<file path="src/rtl/max_pool_2x2_if.sv">
// Pixel stream into the 2x2 max-pool stage and pooled stream out of it.
// The master side drives pixels; the slave side (the pooling block) returns results.
interface max_pool_2x2_if #(
    parameter int In_d_W = 18
) ();
    logic                     in_valid;
    logic signed [In_d_W-1:0] A;
    logic signed [In_d_W-1:0] Y;
    logic                     out_valid;
    logic                     frame_done;

    modport master (
        output in_valid,
        output A,
        input  Y,
        input  out_valid,
        input  frame_done
    );

    modport slave (
        input  in_valid,
        input  A,
        output Y,
        output out_valid,
        output frame_done
    );
endinterface

</file>
<file path="src/rtl/max_pool_2x2.sv">
// Streaming 2x2 / stride-2 signed max-pool on a raster-order feature map.
// Even rows fold pixel pairs into a half-width line buffer; odd rows complete the window.
//
//   state    | meaning
//   ---------+----------------------------------------------------------
//   ROW_EVEN | top row of a window pair: pair maxima go to the line buffer
//   ROW_ODD  | bottom row: pair maxima merge with the line buffer -> Y
module max_pool_2x2 #(
    parameter int In_d_W = 18,
    parameter int IMG_W  = 4,
    parameter int IMG_H  = 4
) (
    input  logic          clk,
    input  logic          clr,
    max_pool_2x2_if.slave pool
);
    localparam int COL_W = (IMG_W > 2) ? $clog2(IMG_W) : 1;
    localparam int ROW_W = (IMG_H > 2) ? $clog2(IMG_H) : 1;
    localparam int LB_D  = IMG_W / 2;
    localparam int LB_AW = (LB_D > 1) ? $clog2(LB_D) : 1;

    localparam logic [COL_W-1:0] COL_LAST = COL_W'(IMG_W - 1);
    localparam logic [ROW_W-1:0] ROW_LAST = ROW_W'(IMG_H - 1);

    typedef enum logic {
        ROW_EVEN = 1'b0,
        ROW_ODD  = 1'b1
    } row_state_t;

    row_state_t               state;
    logic [COL_W-1:0]         col;
    logic [ROW_W-1:0]         row;
    logic signed [In_d_W-1:0] h;
    logic signed [In_d_W-1:0] y_q;
    logic                     out_valid_q;
    logic                     frame_done_q;

    logic signed [In_d_W-1:0] linebuf [LB_D];

    logic                     col_last;
    logic                     row_last;
    logic                     odd_col;
    logic [LB_AW-1:0]         lb_idx;
    logic signed [In_d_W-1:0] pair_max;
    logic signed [In_d_W-1:0] win_max;

    function automatic logic signed [In_d_W-1:0] smax(
        input logic signed [In_d_W-1:0] a,
        input logic signed [In_d_W-1:0] b
    );
        return (a > b) ? a : b;
    endfunction

    assign col_last = (col == COL_LAST);
    assign row_last = (row == ROW_LAST);
    assign odd_col  = col[0];
    assign lb_idx   = LB_AW'(col >> 1);
    assign pair_max = smax(h, pool.A);
    assign win_max  = smax(linebuf[lb_idx], pair_max);

    always_ff @(posedge clk) begin
        if (clr) begin
            state        <= ROW_EVEN;
            col          <= '0;
            row          <= '0;
            h            <= '0;
            y_q          <= '0;
            out_valid_q  <= 1'b0;
            frame_done_q <= 1'b0;
        end else begin
            out_valid_q  <= 1'b0;
            frame_done_q <= 1'b0;
            if (pool.in_valid) begin
                if (!odd_col) begin
                    h <= pool.A;
                end else if (state == ROW_ODD) begin
                    y_q          <= win_max;
                    out_valid_q  <= 1'b1;
                    frame_done_q <= row_last && col_last;
                end

                if (col_last) begin
                    col <= '0;
                    // IMG_H is even, so the parity FSM stays aligned with row[0] across frame wrap.
                    state <= (state == ROW_EVEN) ? ROW_ODD : ROW_EVEN;
                    if (row_last) begin
                        row <= '0;
                    end else begin
                        row <= row + 1'b1;
                    end
                end else begin
                    col <= col + 1'b1;
                end
            end
        end
    end

    // Line buffer needs no reset: every odd-row read is preceded by an even-row write.
    always_ff @(posedge clk) begin
        if (!clr && pool.in_valid && odd_col && (state == ROW_EVEN)) begin
            linebuf[lb_idx] <= pair_max;
        end
    end

    assign pool.Y          = y_q;
    assign pool.out_valid  = out_valid_q;
    assign pool.frame_done = frame_done_q;
endmodule

</file>
<file path="src/flat_wrapper.sv">
// flat-port wrapper written by rule: the top's interface ports become plain ports
module max_pool_2x2_flat 
#(
    parameter int In_d_W = 18,
    parameter int IMG_W  = 4,
    parameter int IMG_H  = 4
)
  (clk, clr, pool_in_valid, pool_A, pool_Y, pool_out_valid, pool_frame_done);
  max_pool_2x2_if #(.In_d_W(In_d_W)) pool_i ();
  input  logic clk;
  input  logic clr;
  input wire logic [$bits(pool_i.in_valid)-1:0] pool_in_valid;
  input wire logic [$bits(pool_i.A)-1:0] pool_A;
  output wire logic [$bits(pool_i.Y)-1:0] pool_Y;
  output wire logic [$bits(pool_i.out_valid)-1:0] pool_out_valid;
  output wire logic [$bits(pool_i.frame_done)-1:0] pool_frame_done;
  assign pool_i.in_valid = pool_in_valid;
  assign pool_i.A = pool_A;
  assign pool_Y = pool_i.Y;
  assign pool_out_valid = pool_i.out_valid;
  assign pool_frame_done = pool_i.frame_done;
  max_pool_2x2 #(.In_d_W(In_d_W), .IMG_W(IMG_W), .IMG_H(IMG_H)) u_core (.clk(clk), .clr(clr), .pool(pool_i));
endmodule
</file>
<file path="config.mk">
export PLATFORM = sky130hd
export DESIGN_NAME = max_pool_2x2_flat
export DESIGN_NICKNAME = d
export VERILOG_FILES = /design/src/rtl/max_pool_2x2_if.sv /design/src/rtl/max_pool_2x2.sv /design/src/flat_wrapper.sv
export SDC_FILE = /design/constraint.sdc
export NUM_CORES = 1
export LEC_CHECK = 0
export CORE_MARGIN = 5
export CORE_UTILIZATION = 45
export CTS_BUF_LIST = sky130_fd_sc_hd__clkbuf_16
export DETAILED_ROUTE_END_ITERATION = 10
export GPL_TIMING_DRIVEN = 0
export PLACE_DENSITY_LB_ADDON = 0.05
export SLEW_MARGIN = 15
export SYNTH_ARGS = -nofsm -noshare
export SYNTH_HDL_FRONTEND = slang
export SYNTH_SLANG_ARGS = --single-unit
</file>
<file path="constraint.sdc">
create_clock -name clk -period 5.5 [get_ports clk]
set_clock_uncertainty 0.05 [all_clocks]
set_input_delay 1.1 -clock clk [delete_from_list [all_inputs] [get_ports clk]]
set_output_delay 1.1 -clock clk [all_outputs]
set_load 0.1 [all_outputs]
</file>
* Word level (Yosys, flattened, before mapping) *
Memory sizes are Yosys's and may differ from the RTL's. A register that Yosys moved wholly into a read port is not among the register bits.
Index checks and enable logic that the tools add are counted.
W data, S select, Z words.

storage, ports and cells
  bits in registers = 43
  latch bits = 0
  RAM bits = 36
  bits in read-only memories = 0
  input port bits = 21
  output and inout bits = 20
  word-level logic and storage cells = 37
  memories = 1

memory list
  name            depth  bits a word  rd ports  clocked after memory_dff  wr ports  line                source
  u_core.linebuf  2      18           1         1                         1         max_pool_2x2.sv:38  logic signed [In_d_W-1:0] linebuf [LB_D];

cells by class
  $add $sub $neg = 2
  $mul = 0
  divide/modulo/power cells = 0
  magnitude comparators = 2
  eq/ne operators = 2
  shift operators = 0
  multiplexer cells = 10
  bitwise logic cells = 3
  reductions and logical operators = 10

operator list
  operator               number
  $gt A18 B18 Y1         2
  $mux W18               2
  $mux W1                6
  $add A2 B1 Y2 const B  2
  $eq A2 B2 Y1 const B   2
  $logic_and A1 B1 Y1    4
  $mux W2                2
  $reduce_and A2 Y1      2
  $reduce_or A4 Y1       1
  $not A1 Y1             3
  $reduce_and A3 Y1      1
  $reduce_or A3 Y1       1
  $logic_not A1 Y1       1

* Depth between registers and ports, before layout *
Gate-level depths: netlist of run 1.

  depth after elaboration = 6
  mapped depth = 19
  mapped depth without buffers = 16

* Worst setup path before layout of run 1 *
No wires, ideal clock.

  kind = input to register
  start = input port pool_A[17]
  end = register u_core.y_q[10] (netlist: u_core.pool.Y[10])
  arrival time = 4.600 ns
  data required time = 5.321 ns
  slack = 0.721 ns
  stages on the path = 19
  buffers on the path = 3
  path through = inv_1 > ha_1 > nand4_2 > nor4_2 > a221o_1 > o31a_1 > o21ai_2 > buf_6 > buf_12 > mux2i_2 > ha_1 > a21o_1 > a21o_1 > a221oi_1 > o221a_2 > nor3_2 > clkbuf_1 > a32oi_1 > o21ai_0

on the way
  longest elaborated chain between the ends = 4

ends and longest elaborated chain
  what                  line                source
  start, declared       flat_wrapper.sv:13  input wire logic [$bits(pool_i.A)-1:0] pool_A;
  $gt A18 B18 Y1        max_pool_2x2.sv:51  return (a > b) ? a : b;
  $mux W18 *            max_pool_2x2.sv:51
  $gt A18 B18 Y1        max_pool_2x2.sv:51
  $mux W18 *            max_pool_2x2.sv:51
  end signal, assigned  max_pool_2x2.sv:77  y_q <= win_max;
  end, declared         max_pool_2x2.sv:34  logic signed [In_d_W-1:0] y_q;

Mark *: on every way between the ends. The rest lies on a longest branch, timed or not.
A chain may end at the register's enable or synchronous reset.

* Final worst setup path of run 1 *
  start = input port pool_A[4]
  end = register u_core.y_q[0] (netlist: u_core.pool.Y[0])

The elaborated chain is that of the path after synthesis.

==> flow_metrics.py, run 1 <==
metrics = {
    "finish": {
        "diodes": 0,
        "drive_gt1_frac": 0.191,
        "area_growth_pct": 28.8,
        "regArea_um2": 1960,
        "fillers": 750,
        "multi_input_area_um2": 2040,
        "nets": 509,
    },
    "critical_path": {
        "timing.critical_path.mode_cell": "buf_4",
        "worstPathMaxFanout": 8,
        "path_class": "in2reg",
        "crit_buf_inv": 8,
        "slowest_delay_ns": 0.55,
        "r2r-end": "u_core.pool.Y[0]",
        "r2r_start": "u_core.h[16]",
        "cp_slowest_cell": "clkdlybuf4s50_1",
        "cp.required_ns": 5.67,
        "path_cells": "clkdlybuf4s50_1 > inv_1 > ha_1 > nand4_1 > nor4_4 > a221o_1 > o31a_1 > o21ai_2 > buf_6 > buf_12 > buf_8 > buf_4 > mux2i_4 > ha_1 > a21o_1 > a221oi_2 > o221a_2 > buf_4 > nor3_4 > buf_4 > a22o_1 > a31o_2",
        "cp.arrival_ns": 5.56,
        "reg2regPathDepth": 20,
        "end_kind": "flip-flop",
        "rrSetupSlack_ns": 1.08,
        "start_kind": "input port",
        "path_delay_family": "compound AO/OA/AOI/OAI gates",
    },
    "drt": {
        "antenna_left": 0,
        "wl_per_cell_um": 16.8,
        "vias": 3071,
        "met2_length_um": 4520,
        "wl_met3_um": 381,
        "met1_length_um": 4440,
        "topRoutingLayerUsed": "met4",
        "drt-initial-drc-count": 78,
        "dr.pass1.iters": 4,
        "avgViaCountPerCell": 5.45,
        "drt-total-wl_um": 9440,
        "drc": 0,
    },
    "min_path": {
        "hp-class": "reg2reg",
        "min_path_cells": 2,
        "min_to": "u_core.row[1]",
        "hp-start": "u_core.row[1]",
    },
    "logic_synthesis": {
        "synth.area.top_cells": "edfxtp_1 27%, dfxtp_1 22%, ha_1 12%",
        "synth_enable_flop_cells": 36,
        "syn_area_um2": 4060,
        "yosysUniqueCellTypes": 47,
        "async_flop_share": 0,
        "ys_seq_area_frac": 0.483,
        "synth_top_area_frac": 0.266,
        "synth_ff_type": "dfxtp_1",
        "yosysTopAreaCell": "edfxtp_1",
        "synth_area_per_cell_um2": 10.7,
        "syn_nets": 437,
        "ys_ff_latch": 80,
        "syn_inst": 378,
        "ys_warn_count": 0,
    },
    "timing": {
        "tightestPinTransition_ns": 1.10,
        "period_needed_ns": 5.39,
        "max_freq_mhz": 186,
        "hold_viol": 0,
        "slew_violations": 0,
        "slew_headroom": 0.264,
        "layout_setup_ws_ns": 0.112,
        "period_share": 0.980,
        "setup_viol": 0,
    },
    "floorplanning": {
        "start_util": 0.464,
        "ios": 41,
        "core_um2": 8760,
        "die_y_um": 105,
        "num_rows": 34,
        "dieArea_um2": 11000,
        "die_w_um": 105,
    },
    "job": {
        "cap_violations": 0,
    },
    "status": {
        "outcome": "completed",
    },
    "clock_network": {
        "htreeDepth": 3,
        "cts-hold-fix-buffers": 0,
        "clock-sinks": 80,
        "clk_pin_slew_ns": 0.06,
        "cts_tree": "done",
        "clkLatencyLatePin_ns": 0.33,
        "cts_root_buf": "clkbuf_16",
        "clockBufferDepth": 2,
        "cts_buffers": 9,
    },
    "pwr": {
        "vdd_ir_drop_max_v": 0.000148,
        "pwr_density_cell_nw_per_um2": 293,
        "power_mw": 1.53,
        "power.leakage_nw": 2.21,
    },
    "global_route": {
        "grt_pass1_vias": 2882,
        "grt_overflow_total": 0,
        "antenna_found_initial": 0,
        "grt_pass1_wl_um": 14600,
        "grt_usage": 0.168,
        "grt_max_degree": 14,
    },
    "placement": {
        "dp_hpwl_um": 6820,
        "numPortBuffers": 38,
        "dp_slack_ns": -0.694,
        "place_congestion": 0.810,
    },
}
through the flow:
stage / instance area (um^2) / util / setup TNS (ns) / hold WS, ns / cells
6_report: 5230 / 0.597 / 0 / 0.416 / 563
5_1_grt: 5230 / 0.597 / -0.0236 / 0.435 / 563
4_1_cts: 4970 / 0.567 / 0 / 0.424 / 547
3_5_place_dp: 4630 / 0.528 / -9.20 / 0.410 / 530
3_3_place_gp: 4580 / 0.522 / -7.85 / 0.401 / 524
2_1_floorplan: 4060 / - / 0 / 0.390 / 378
placed cells by master (no fill, tap or decap), drive strengths merged, types with 2 or more instances in the layout:
master / netlist / final
edfxtp: 36 / 36
nand3: 5 / 5
clkinv: 0 / 5
ha: 38 / 38
mux2i: 19 / 19
clkdlybuf4s50: 0 / 32
dlymetal6s2s: 0 / 6
inv: 38 / 39
nor4: 3 / 3
nand4: 7 / 7
a32oi: 17 / 17
nand2: 44 / 44
a21oi: 30 / 30
nor2: 9 / 9
nor2b: 3 / 3
clkbuf: 13 / 20
a21o: 10 / 10
nor3: 4 / 4
buf: 3 / 28
dfxtp: 44 / 44
o21ai: 20 / 20
a22o: 2 / 2
mux2: 18 / 18
cell type report:
class | instances | area share
timing repair buffer | 62 | 0.112
clock buffer | 9 | 0.0430
multi-input combinational | 244 | 0.389
buffer | 15 | 0.0175
sequential | 80 | 0.375
clock inverter | 7 | 0.0105
tap | 108 | 0.0258
inverter | 38 | 0.0273
tightest hold or removal path, stage by stage (launching register included):
cell     delay (ns)
dfxtp_1        0.31
nand2_1        0.05
a21oi_1        0.06
layer usage:
metal	GRT usage	up-vias
met4	0.0438	0
met2	0.277	61
li1	-	1524
met3	0.0370	8
met5	0	-
met1	0.223	1478
state kept, by name, indices dropped and copies added, names as in the netlist, named ones only:
| name | flops |
|---|---|
| u_core.pool.out_valid | 1 |
| u_core.state | 1 |
| u_core.pool.frame_done | 1 |
| u_core.h | 18 |
| u_core.linebuf | 36 |
| u_core.row | 2 |
| u_core.pool.Y | 18 |
| u_core.col | 2 |
report_power, final:
| part | internal (mW) | switching (mW) |
|---|---|---|
| sequential | 0.643 | 0.0110 |
| clock | 0.343 | 0.225 |
| combinational | 0.146 | 0.167 |
| total | 1.13 | 0.402 |
cell usage after synthesis (2+ instances only):
cell       n
a21o_1     9
ha_1      38
o21ai_1   10
nand4_1    6
nand2_1   43
a32oi_1   17
clkbuf_1  13
mux2i_1    9
inv_1     38
nand3_1    5
nor2b_1    3
edfxtp_1  36
dfxtp_1   44
mux2_2    17
nor2_1     9
a21oi_1   30
mux2i_2   10
o21ai_0    9
nor3_1     3
nor4_1     2
cell families (layout without fill, tap and decap cells):
family,Yosys count,count (layout),share of synthesized area
compound gates,86,86,0.138
simple gates,82,82,0.0973
flops,80,80,0.483
buf+inv,54,131,0.0557
fa+ha+maj,38,38,0.117
mux,37,37,0.107
xor+xnor,1,1,0.00216
worst max-delay path by stage:
stage / start / end / slack [ns] / depth (start not counted)
floorplan: pool_A[17] / u_core.pool.Y[10] / 0.72 / 19
global placement: pool_A[16] / u_core.pool.Y[12] / -0.61 / 19
detailed placement: pool_A[16] / u_core.pool.Y[12] / -0.69 / 19
CTS: pool_A[15] / u_core.pool.Y[12] / 0.005 / 19
global route: pool_A[4] / u_core.pool.Y[0] / -0.01 / 22
finish: pool_A[4] / u_core.pool.Y[0] / 0.11 / 22
timing repair:
| action | CTS | global route |
|---|---|---|
| endpoints found under the setup margin | 13 | 16 |
| resized for setup | 10 | 24 |
| buffers inserted | 2 | 16 |
| pin swaps | 0 | 8 |
| hold endpoints to repair | 0 | 0 |
Power figures use the tool's default switching activity.
==> run 2, diff against run 1 <==
- CAP_MARGIN: default -> 20
==> results of run 2 <==
No change in the layout: final DEF, timing and power equal those of run 1.
==> run 3, diff against run 2 <==
- clock period: 5.5 -> 4.7 ns (I/O delays scaled with it)
==> run 3 against run 2 <==
Design area up 6.6%; cell count rose by 1.2%; via count rose by 2.2%; power up 22%; non-clock buffer count is 7 higher; worst hold slack about the same; die area did not move; combinational power grew 38%; sequential share of layout area shrank 2.3 points; critical path depth shrank 1.
==> flow_metrics.py, run 3 (synthesized netlist as in run 1, its figures left out) <==
metrics = {
    "clock_network": {
        "clk_pin_slew_ns": 0.06,
        "clock-sinks": 80,
        "cts_tree": "done",
        "htreeDepth": 3,
        "clockBufferDepth": 2,
        "clkLatencyLatePin_ns": 0.33,
        "cts_buffers": 9,
        "cts-hold-fix-buffers": 0,
        "cts_root_buf": "clkbuf_16",
    },
    "floorplanning": {
        "dieArea_um2": 11000,
        "start_util": 0.464,
        "ios": 41,
        "die_y_um": 105,
        "core_um2": 8760,
        "num_rows": 34,
        "die_w_um": 105,
    },
    "placement": {
        "place_congestion": 0.810,
        "placedCellCount": 530,
        "placed_area_um2": 4630,
        "numPortBuffers": 38,
        "dp_hpwl_um": 6820,
    },
    "global_route": {
        "antenna_found_initial": 0,
        "grt_max_degree": 14,
        "grt_usage": 0.183,
        "grt_pass1_wl_um": 16000,
        "grt_pass1_vias": 3144,
        "grt_overflow_total": 0,
    },
    "timing": {
        "slew_headroom": 0.275,
        "finalSetupTns_ns": 0,
        "period_needed_ns": 4.66,
        "max_freq_mhz": 214,
        "slew_violations": 0,
        "tightestPinTransition_ns": 1.08,
        "setup_viol": 0,
        "rsz0062_at_grt": "true",
        "worst_hold_slack_ns": 0.416,
        "hold_viol": 0,
        "period_share": 0.993,
    },
    "drt": {
        "wl_per_cell_um": 18.1,
        "met1_length_um": 4730,
        "wl_met3_um": 378,
        "drt-initial-drc-count": 86,
        "avgViaCountPerCell": 5.51,
        "antenna_left": 0,
        "met2_length_um": 5090,
        "dr.pass1.iters": 4,
        "vias": 3138,
        "drc": 0,
        "drt-total-wl_um": 10300,
        "topRoutingLayerUsed": "met4",
    },
    "finish": {
        "final_area_um2": 5580,
        "area_growth_pct": 37.3,
        "largest_reg_flops": 36,
        "largest_register": "u_core.linebuf",
        "nets": 516,
        "final_cell_mix": "44 x dfxtp_1, 43 x nand2_1, 36 x edfxtp_1",
        "drive_gt1_frac": 0.325,
        "final_common_cell": "dfxtp_1",
        "multi_input_area_um2": 2350,
        "final_cell_count_no_fill": 570,
        "fillers": 697,
        "regArea_um2": 1960,
        "diodes": 0,
    },
    "critical_path": {
        "path_class": "in2reg",
        "cp_slowest_cell": "o31a_1",
        "start_kind": "input port",
        "path_cells": "buf_8 > inv_2 > ha_1 > nand4_1 > buf_4 > nor3_2 > a22o_2 > o31a_1 > o21ai_2 > buf_6 > buf_12 > mux2i_4 > ha_4 > a21o_1 > a21o_1 > a221oi_2 > o221a_2 > nor3_4 > buf_6 > a22o_1 > a31o_2",
        "cp.arrival_ns": 4.84,
        "worstPathMaxFanout": 8,
        "cp.required_ns": 4.87,
        "path_delay_family": "compound AO/OA/AOI/OAI gates",
        "crit_buf_inv": 6,
        "slowest_delay_ns": 0.32,
        "end_kind": "flip-flop",
    },
    "status": {
        "outcome": "completed",
    },
    "pwr": {
        "power.leakage_nw": 2.20,
        "vdd_ir_drop_max_v": 0.000180,
        "power_mw": 1.87,
        "pwr_density_cell_nw_per_um2": 335,
    },
    "job": {
        "cap_violations": 0,
    },
    "min_path": {
        "hp-class": "reg2reg",
    },
}
-- run 3: worst min-delay path, cell delays in order (launching register included) --
cell	delay [ns]
dfxtp_1	0.31
nand2_1	0.05
a21oi_1	0.06
-- run 3: final cells by class --
| class | instances | area share |
|---|---|---|
| Inverter | 38 | 0.0269 |
| Buffer | 16 | 0.0177 |
| Multi-Input combinational cell | 244 | 0.422 |
| Tap cell | 108 | 0.0242 |
| Sequential cell | 80 | 0.352 |
| Clock inverter | 7 | 0.00987 |
| Clock buffer | 9 | 0.0404 |
| Timing Repair Buffer | 68 | 0.107 |
-- run 3: repair_timing --
item	in CTS	in global routing
endpoints found under the setup margin	18	18
pin swaps	20	27
gates resized for setup	119	55
cloned	3	0
buffers inserted	16	5
-- run 3: where the power goes --
group	leakage [nW]	switching (mW)	internal, mW
clock network	0.143	0.268	0.402
logic	1.37	0.221	0.209
registers	0.687	0.0176	0.752
total	2.20	0.507	1.36
-- run 3: stage by stage --
stage | utilization | setup WS [ns]
6_report | 0.636 | 0.0351
5_1_grt | 0.636 | -0.0471
4_1_cts | 0.613 | 0.00711
3_5_place_dp | 0.528 | -1.33
3_3_place_gp | 0.522 | -1.25
2_1_floorplan | - | 0.0808
-- run 3: worst paths after layout --
path | start | end | slack [ns] | cells after the start
worst max-delay path | pool_A[10] | u_core.pool.Y[0] | 0.04 | 21
worst min-delay path | u_core.row[1] | u_core.row[1] | 0.42 | 2
worst max register to register | u_core.h[13] | u_core.pool.Y[0] | 0.31 | 19
worst min register to register | u_core.row[1] | u_core.row[1] | 0.42 | 2
-- run 3: routing by layer --
layer / up-vias / track usage
li1: 1542 / -
met1: 1529 / 0.235
met2: 56 / 0.311
met3: 11 / 0.0376
met4: 0 / 0.0502
met5: - / 0
==> edit, RTL diff (config.mk and constraints of run 2) <==
Add an input register stage for `clr`; this delays it by one clock. The other inputs are not delayed to match.
--- a/src/rtl/max_pool_2x2.sv
+++ b/src/rtl/max_pool_2x2.sv
@@ -28,2 +28,8 @@
     } row_state_t;
+
+    logic clr_q;
+
+    always_ff @(posedge clk) begin
+        clr_q <= clr;
+    end
 
@@ -61,3 +67,3 @@
     always_ff @(posedge clk) begin
-        if (clr) begin
+        if (clr_q) begin
             state        <= ROW_EVEN;
@@ -99,3 +105,3 @@
     always_ff @(posedge clk) begin
-        if (!clr && pool.in_valid && odd_col && (state == ROW_EVEN)) begin
+        if (!clr_q && pool.in_valid && odd_col && (state == ROW_EVEN)) begin
             linebuf[lb_idx] <= pair_max;
Formal check against the unedited RTL: not equivalent (Yosys sat finds a counterexample within 10 cycles, from zero or initial values).
==> edit against run 2 <==
- sequential cell count is 1 higher
- final cell count is 0.53% lower
- combinational power is 8.3% lower
- setup slack better by 0.14 ns
- count of clock-buffer cells in the layout up 1
- area after synthesis up 0.49%
- first-iteration DRC count grew 22%
- wire length decreased by 3.4%
- register-to-register slack better by 0.18 ns
- power is 1.7% lower
- cell area shrank 2.2%
==> edit: results (changes against run 2) <==
worst-case clock buffer depth 2 (unchanged); # port buffers 39 (was 38); Vias 2990 (was 3071); Final Hold Slack 0.4230 ns (was 0.4164 ns); clock root cell clkbuf_16 (unchanged); yosys warns 0 (unchanged); hpwl dp 6978 um (was 6821 um); final net count 506 (was 509); layout cells sized above 1 0.1770 (was 0.1912); Largest register FFs 36 (unchanged); multiplexer area fraction after synthesis 0.1063 (was 0.1069); number of synthesized flops with an enable pin 36 (unchanged); reg2reg start u_core.h[11]$_SDFFE_PP0P_ (was u_core.h[16]$_SDFFE_PP0P_); final setup violation count 0 (unchanged); Worst R2R Setup Slack 1.26 ns (was 1.08 ns); CTS clock-pin slew for the worst setup and hold paths 0.06 ns (about the same); Placer Congestion 0.7859 (was 0.8103); number of diodes 0 (unchanged); final cell count without fillers 560 (was 563); worst hold path cell count 2 (unchanged); Reg2Reg Depth 18 (was 20); Peak VDD IR 0.1684 mV (was 0.1477 mV); Biggest register u_core.linebuf (unchanged); Area after DPL 4661 um2 (was 4626 um2); router iterations before antenna repair 4 (unchanged); RR Endpoint u_core.pool.Y[11]$_SDFFE_PP0P_ (was u_core.pool.Y[0]$_SDFFE_PP0P_); ranking of synthesized cells by area edfxtp_1, dfxtp_1, ha_1 (unchanged); post-synthesis instance total 379 (was 378); Min-Delay Path Class reg2reg (unchanged); post-synthesis sequential area ratio 0.4854 (was 0.4829); Synth top cells by count dfxtp_1, nand2_1, ha_1, inv_1, edfxtp_1 (unchanged); initial drt markers 95 (was 78); first-pass GRT wire length 15110 um (was 14610 um); Leak 2.144 nW (was 2.210 nW); H-tree depth 3 (unchanged); final wirelength 9121 um (was 9442 um); outcome completed (unchanged); antenna violations before repair 0 (unchanged); Total GRT Usage 0.1706 (was 0.1677); fraction of the mapped netlist area in adder cells 0.1165 (was 0.1170); peak fanout along the critical path 10 (was 8); worst slew pin tran 1.046 ns (was 1.099 ns); largest net degree at the start of global routing 14 (unchanged); clock latency on the worst-skew pair 0.33 ns (about the same); Yosys cell types 47 (unchanged); Worst Hold Launch u_core.h[9]$_SDFFE_PP0P_ (was u_core.row[1]$_SDFFE_PP0P_); total CTS buffers 9 (unchanged); Hold EP u_core.h[9]$_SDFFE_PP0P_ (was u_core.row[1]$_SDFFE_PP0P_); compound-cell area share of the yosys netlist 0.1373 (was 0.1380); Synth Area in XOR/XNOR 0.002145 (was 0.002156); fill count 785 (was 750); Mapped Nets 438 (was 437); Cells after DPL 532 (was 530); ys async rst share 0 (unchanged); DP Worst Slack -0.6376 ns (was -0.6942 ns)
-- edit: changes by cell type after synthesis, sizes merged --
cell,delta
dfxtp,+1
-- edit: worst max-delay path, stage by stage --
cell and delay (ns):
clkdlybuf4s50_1 0.52, inv_1 0.06, ha_1 0.32, nand4_1 0.18
nor4_2 0.09, a221o_1 0.33, o31a_1 0.30, o21ai_2 0.14
buf_6 0.16, buf_12 0.16, mux2i_4 0.28, ha_1 0.28
a21oi_1 0.15, nor2b_1 0.08, a2111oi_2 0.38, o221a_2 0.30
nor3_4 0.07, buf_4 0.19, a32oi_1 0.19, o21ai_0 0.11
-- edit: area by class of cell --
cell class | count | area, um2 | area share
clock inverter | 6 | 32.53 | 0.006355
clock buffer | 10 | 250.2 | 0.04889
multi-input combinational | 244 | 1949 | 0.3808
inverter | 38 | 142.6 | 0.02787
sequential | 81 | 1982 | 0.3872
tap | 108 | 135.1 | 0.02640
buffer | 16 | 98.84 | 0.01931
timing repair buffer | 57 | 528.0 | 0.1032
-- edit: what timing repair did --
item,in CTS,in global routing
buffers inserted,0,12
setup endpoints to repair,11,18
pin swaps,0,4
gates resized for setup,10,12
-- edit: worst max path at each step --
stage | start | to | slack [ns] | cells past startpoint
after global placement | pool_A[16] | u_core.pool.Y[11]$_SDFFE_PP0P_ | -0.58 | 19
final | pool_A[13] | u_core.pool.Y[11]$_SDFFE_PP0P_ | 0.25 | 20
after detailed placement | pool_A[16] | u_core.pool.Y[11]$_SDFFE_PP0P_ | -0.64 | 19
after CTS | pool_A[11] | u_core.pool.Y[11]$_SDFFE_PP0P_ | 0.02 | 20
after global routing | pool_A[13] | u_core.pool.Y[11]$_SDFFE_PP0P_ | 0.006 | 20
after floorplan | pool_A[17] | u_core.pool.Y[10]$_SDFFE_PP0P_ | 0.72 | 19
-- edit: where the power goes --
| part | internal (mW) | leakage (nW) | switching [mW] |
|---|---|---|---|
| sequential | 0.651 | 0.695 | 0.0103 |
| clock | 0.328 | 0.138 | 0.234 |
| combinational | 0.132 | 1.31 | 0.154 |
-- edit: cell families (layout without fill, tap and decap cells) --
family          Yosys count  count (layout)
compound gates           86              86
simple gates             82              82
flops                    81              81
xor+xnor                  1               1
buf+inv                  54             127
fa+ha+maj                38              38
mux                      37              37
-- edit: layer usage --
metal,vias up,share of wire,track usage
li1,1516,-,-
met4,0,0.018,0.06027
met2,51,0.47,0.2819
met3,11,0.038,0.02751
met5,-,0,0
met1,1412,0.47,0.2265
